`src/rtl/dm_arbiter_pkg.sv`:
```
// Shared defaults for the data-memory arbiter and data_mem: widths and requester limits.
// Also holds the requester-index width helper used by the arbiter and its picker.
package dm_arbiter_pkg;

  localparam int DM_DWIDTH   = 32;
  localparam int DM_AWIDTH   = 5;
  localparam int DM_NREQ_MIN = 2;
  localparam int DM_NREQ_MAX = 8;

  // Index width for n requesters; never below one bit.
  function automatic int dm_idw(input int n);
    return (n > 2) ? $clog2(n) : 1;
  endfunction

endpackage

```
`src/rtl/dm_arbiter_rr_pick.sv`:
```
// Combinational round-robin picker: first requester at or after last+1, modulo NREQ.
// Zero latency; no state.
module rr_pick
  import dm_arbiter_pkg::*;
#(
  parameter int NREQ = 2,
  parameter int IDW  = dm_idw(NREQ)
) (
  input  logic [NREQ-1:0] req,
  input  logic [IDW-1:0]  last,
  output logic [NREQ-1:0] gnt,
  output logic [IDW-1:0]  idx,
  output logic            any
);

  int         cand;
  logic [IDW-1:0] cidx;
  logic       found;

  always_comb begin
    gnt   = '0;
    idx   = '0;
    any   = |req;
    found = 1'b0;
    cand  = 0;
    cidx  = '0;
    for (int k = 1; k <= NREQ; k++) begin
      cand = (int'(last) + k) % NREQ;
      cidx = IDW'(cand);
      if (!found && req[cidx]) begin
        found     = 1'b1;
        gnt[cidx] = 1'b1;
        idx       = cidx;
      end
    end
  end

endmodule

```
`src/rtl/dm_arbiter.sv`:
```
// Round-robin owner of the single-port data memory: one access per cycle, reads
// answered one cycle later on the issuing requester's rsp_valid bit.
module dm_arbiter
  import dm_arbiter_pkg::*;
#(
  parameter int DWIDTH = DM_DWIDTH,
  parameter int AWIDTH = DM_AWIDTH,
  parameter int NREQ   = 2,
  parameter int IDW    = dm_idw(NREQ)
) (
  input  logic                   arb_clk,
  input  logic                   arb_rst,
  input  logic [NREQ-1:0]        req_valid,
  input  logic [NREQ-1:0]        req_we,
  input  logic [NREQ*AWIDTH-1:0] req_addr,
  input  logic [NREQ*DWIDTH-1:0] req_wdata,
  output logic [NREQ-1:0]        req_gnt,
  output logic [NREQ-1:0]        rsp_valid,
  output logic [DWIDTH-1:0]      rsp_rdata,
  output logic                   mem_we,
  output logic                   mem_re,
  output logic [AWIDTH-1:0]      mem_addr,
  output logic [DWIDTH-1:0]      mem_wdata,
  input  logic [DWIDTH-1:0]      mem_rdata
);

  logic [IDW-1:0]    last;
  logic              pend;
  logic [IDW-1:0]    pend_id;

  logic [NREQ-1:0]   pick_gnt;
  logic [IDW-1:0]    pick_idx;
  logic              pick_any;
  logic              xfer;

  logic [AWIDTH-1:0] addr_arr  [NREQ];
  logic [DWIDTH-1:0] wdata_arr [NREQ];

  rr_pick #(.NREQ(NREQ), .IDW(IDW)) u_pick (
    .req  (req_valid),
    .last (last),
    .gnt  (pick_gnt),
    .idx  (pick_idx),
    .any  (pick_any)
  );

  always_comb begin
    for (int i = 0; i < NREQ; i++) begin
      addr_arr[i]  = req_addr[i*AWIDTH +: AWIDTH];
      wdata_arr[i] = req_wdata[i*DWIDTH +: DWIDTH];
    end
  end

  // Reset suppresses the grant so no transfer can land while it is held.
  assign xfer    = pick_any & arb_rst;
  assign req_gnt = xfer ? pick_gnt : '0;

  always_comb begin
    mem_we    = 1'b0;
    mem_re    = 1'b0;
    mem_addr  = '0;
    mem_wdata = '0;
    if (xfer) begin
      mem_we    = req_we[pick_idx];
      mem_re    = ~req_we[pick_idx];
      mem_addr  = addr_arr[pick_idx];
      mem_wdata = wdata_arr[pick_idx];
    end
  end

  always_ff @(posedge arb_clk or negedge arb_rst) begin
    if (!arb_rst) begin
      last    <= IDW'(NREQ - 1);
      pend    <= 1'b0;
      pend_id <= '0;
    end else begin
      if (xfer) begin
        last <= pick_idx;
      end
      pend <= xfer & ~req_we[pick_idx];
      if (xfer && !req_we[pick_idx]) begin
        pend_id <= pick_idx;
      end
    end
  end

  always_comb begin
    rsp_valid = '0;
    rsp_rdata = '0;
    if (pend) begin
      rsp_valid[pend_id] = 1'b1;
      rsp_rdata          = mem_rdata;
    end
  end

endmodule

```
`config.mk`:
```
export PLATFORM = sky130hd
export DESIGN_NAME = dm_arbiter
export DESIGN_NICKNAME = d
export VERILOG_FILES = /design/src/rtl/dm_arbiter_pkg.sv /design/src/rtl/dm_arbiter_rr_pick.sv /design/src/rtl/dm_arbiter.sv
export SDC_FILE = /design/constraint.sdc
export NUM_CORES = 1
export LEC_CHECK = 0
export ABC_AREA = 0
export CAP_MARGIN = 20
export CORE_MARGIN = 5
export CORE_UTILIZATION = 19
export CTS_CLUSTER_DIAMETER = 150
export CTS_CLUSTER_SIZE = 14
export DETAILED_ROUTE_END_ITERATION = 10
export MAX_ROUTING_LAYER = met4
export PLACE_DENSITY = 0.8
export SYNTH_ARGS = -nofsm -noshare
export SYNTH_HDL_FRONTEND = slang
export SYNTH_SLANG_ARGS = --single-unit
```
`constraint.sdc`:
```
create_clock -name arb_clk -period 1.5 [get_ports arb_clk]
set_clock_uncertainty 0.1 [all_clocks]
set_input_delay 0.225 -clock arb_clk [delete_from_list [all_inputs] [get_ports arb_clk]]
set_output_delay 0.225 -clock arb_clk [all_outputs]
set_load 0.02 [all_outputs]
```
==> results.json <==
{
  "rsz0062_at_grt": "yes",
  "cts.sinks": 3,
  "power_density_nw_per_um2": 478,
  "coreArea_um2": 4790,
  "crit_fanout": 18,
  "layout_commonest_cell": "clkdlybuf4s50_1",
  "hold_buffers": 0,
  "antenna_found_initial": 0,
  "clockBufferDepth": 2,
  "p_leak_nw": 1.56,
  "mostFrequentLayoutCells": "clkdlybuf4s50_1, nand2_1, buf_6, buf_2, and2_1",
  "syn_nets": 289,
  "synthCells": 177,
  "path_class": "flip-flop to output pin",
  "clock.fmax_ghz": 0.540,
  "clk_pin_slew_ns": 0.04,
  "crit_family": "flip-flops",
  "critPathArrivalTime_ns": 1.53,
  "synth_xor_area_share_pct": 0,
  "drc": 0,
  "vias_per_cell": 4.46,
  "period_minus_slack_ns": 1.85,
  "setup_viol": 42,
  "yosysSeqAreaShare_pct": 8.08,
  "fin_ws_ns": -0.353,
  "worst_ep_required_time_ns": 1.17,
  "drive_gt1_share_pct": 46.3,
  "routed_wl_um": 7080,
  "tightest_slew_ns": 0.275,
  "gp_congestion": 0.804,
  "grt_pass1_wl_um": 9940,
  "ys_ff_latch": 3,
  "critPathBufInv": 2,
  "yosys.area.top_type": "nand2_1",
  "fin_util_pct": 73.6,
  "worstPathCellList": "a21bo_4 > buf_16 > nand2_1 > a21oi_4 > buf_6",
  "wl_per_cell_um": 15.8,
  "syn_area_per_cell_um2": 5.34,
  "post-place-ws_ns": -0.938,
  "io-pin-count": 187,
  "synth_mux_area_share_pct": 1.19,
  "ctsHtreeMaxLevel": 1,
  "cts_buffers": 3,
  "drv_cap": 0,
  "crit_path_end_kind": "output pin",
  "drt_iter0_markers": 33,
  "final_hold_viol_count": 0,
  "violations": "negative setup slack",
  "route.vias.total": 1993,
  "fp.dieW_um": 80.5,
  "synth_top_area_share_pct": 29.4,
  "grt_pass1_vias": 1957,
  "peakVddDrop_mv": 0.331,
  "insertion_delay_ns": 0.22,
  "rr_worst_depth": 6,
  "syn_to_final_growth_pct": 273,
  "cts_tree": "yes",
  "synth_compound_area_share_pct": 24.2,
  "cts_root_buf": "clkbuf_8",
  "grt_max_degree": 22,
  "hold_class": "primary input to asynchronous set/reset pin",
  "start_util_pct": 19.7,
  "outcome": "complete, but fails checks",
  "max_stage_delay_ns": 0.57,
  "synth_top_family_by_area": "simple AND/OR/NAND/NOR gates",
  "crit_cells": 5,
  "row_count": 25,
  "synthesis.area_um2": 945,
  "dp_hpwl_um": 5280,
  "ys_types": 18,
  "period_share_pct": 124,
  "synth-simple-area-share_pct": 55.0,
  "synth_area_leaders": "nand2_1, and2_1, a21oi_1, dfrtp_1, buf_8",
  "synth-warning-count": 0,
  "cp_slowest_cell": "dfstp_2",
  "start_kind": "flip-flop",
  "synthAdderAreaFrac_pct": 0,
  "drtPass1Iterations": 4,
  "maxSlewHeadroom_pct": 81.7,
  "n_antenna_cell": 0,
  "io_buffers": 186,
  "grt_overflow": 0,
  "slew_viol_final": 0,
  "ant_nets": 0,
  "nets": 493,
  "die_y_um": 80.5,
  "grt_usage_pct": 20.5,
  "die_area_um2": 6480
}
[stage by stage]
stage | setup TNS [ns] | power (mW) | hold WS, ns | std cells | cell area [um2]
2_1_floorplan | -0.545 | 0.641 | -0.171 | 177 | 1220
3_3_place_gp | -42.33 | 1.24 | 0.407 | 432 | 3260
3_5_place_dp | -43.40 | 1.26 | 0.416 | 432 | 3260
4_1_cts | -13.58 | 1.63 | 0.270 | 445 | 3490
5_1_grt | -15.82 | 1.78 | 0.310 | 447 | 3520
6_report | -13.48 | 1.68 | 0.286 | 447 | 3520
[state kept, by name, summed over array words and instances, names as in the netlist]
signal   flops
pend_id      1
pend         1
last         1
[routing by layer]
layer	global-route usage (%)	up-vias	part of all wire, %	wire length, um
met2	40.2	97	57	4020
met5	-	-	0	0
met1	20.6	916	36	2560
li1	-	972	-	-
met3	3.03	8	6.0	423
met4	6.42	0	1.2	82
[report_power, final]
group          internal, mW  switching (mW)  total (mW)
logic                 0.729           0.593        1.32
registers            0.0988          0.0186       0.117
clock network         0.182          0.0624       0.244
total                  1.01           0.674        1.68
[worst paths after layout]
kind	from	slack, ns	endpoint
setup reg to reg	last$_DFFE_PN1P_	-0.01	pend_id$_DFFE_PN0P_
max in group asynchronous	arb_rst	0.81	last$_DFFE_PN1P_
hold reg to reg	pend_id$_DFFE_PN0P_	0.48	pend_id$_DFFE_PN0P_
hold / removal	arb_rst	0.29	pend$_DFF_PN0_
setup / recovery	last$_DFFE_PN1P_	-0.35	mem_wdata[0]
min in group arb_clk	req_valid[0]	0.46	last$_DFFE_PN1P_
[synthesized netlist by cell type (all sizes together)]
master   n
dfrtp    2
and2    34
nor3     1
o21ai    1
mux2     1
inv      1
a31oi    2
nor2     3
buf     10
a21oi   38
clkbuf   5
a21boi   1
dfstp    1
nor2b    2
a21bo    1
nand2   74
[repair_timing]
action | 4_1_cts | 5_1_grt
buffers inserted | 6 | 1
cloned | 3 | 2
pin swaps | 5 | 12
endpoints found under the setup margin | 76 | 63
gates resized for setup | 377 | 54
[kinds of logic (layout without fill, tap and decap cells)]
kind of cell | after synthesis | in the layout
simple gates | 114 | 114
flops | 3 | 3
compound gates | 43 | 43
buf+inv | 16 | 219
mux | 1 | 1
[worst register-to-register path: stages (launching register included)]
cell       delay (ns)
dfstp_2          0.57
a21boi_4         0.10
buf_6            0.15
clkbuf_16        0.15
buf_6            0.13
a31oi_4          0.13
nor2_1           0.06
[cell type report]
cell class | instances | area [um2]
Clock buffer | 4 | 45.0
Multi-Input combinational cell | 158 | 1200
Fill cell | 416 | 1260
Tap cell | 67 | 83.8
Inverter | 1 | 3.75
Sequential cell | 3 | 76.3
Timing Repair Buffer | 214 | 2110
Note: power is estimated with default switching activity, not from simulation.
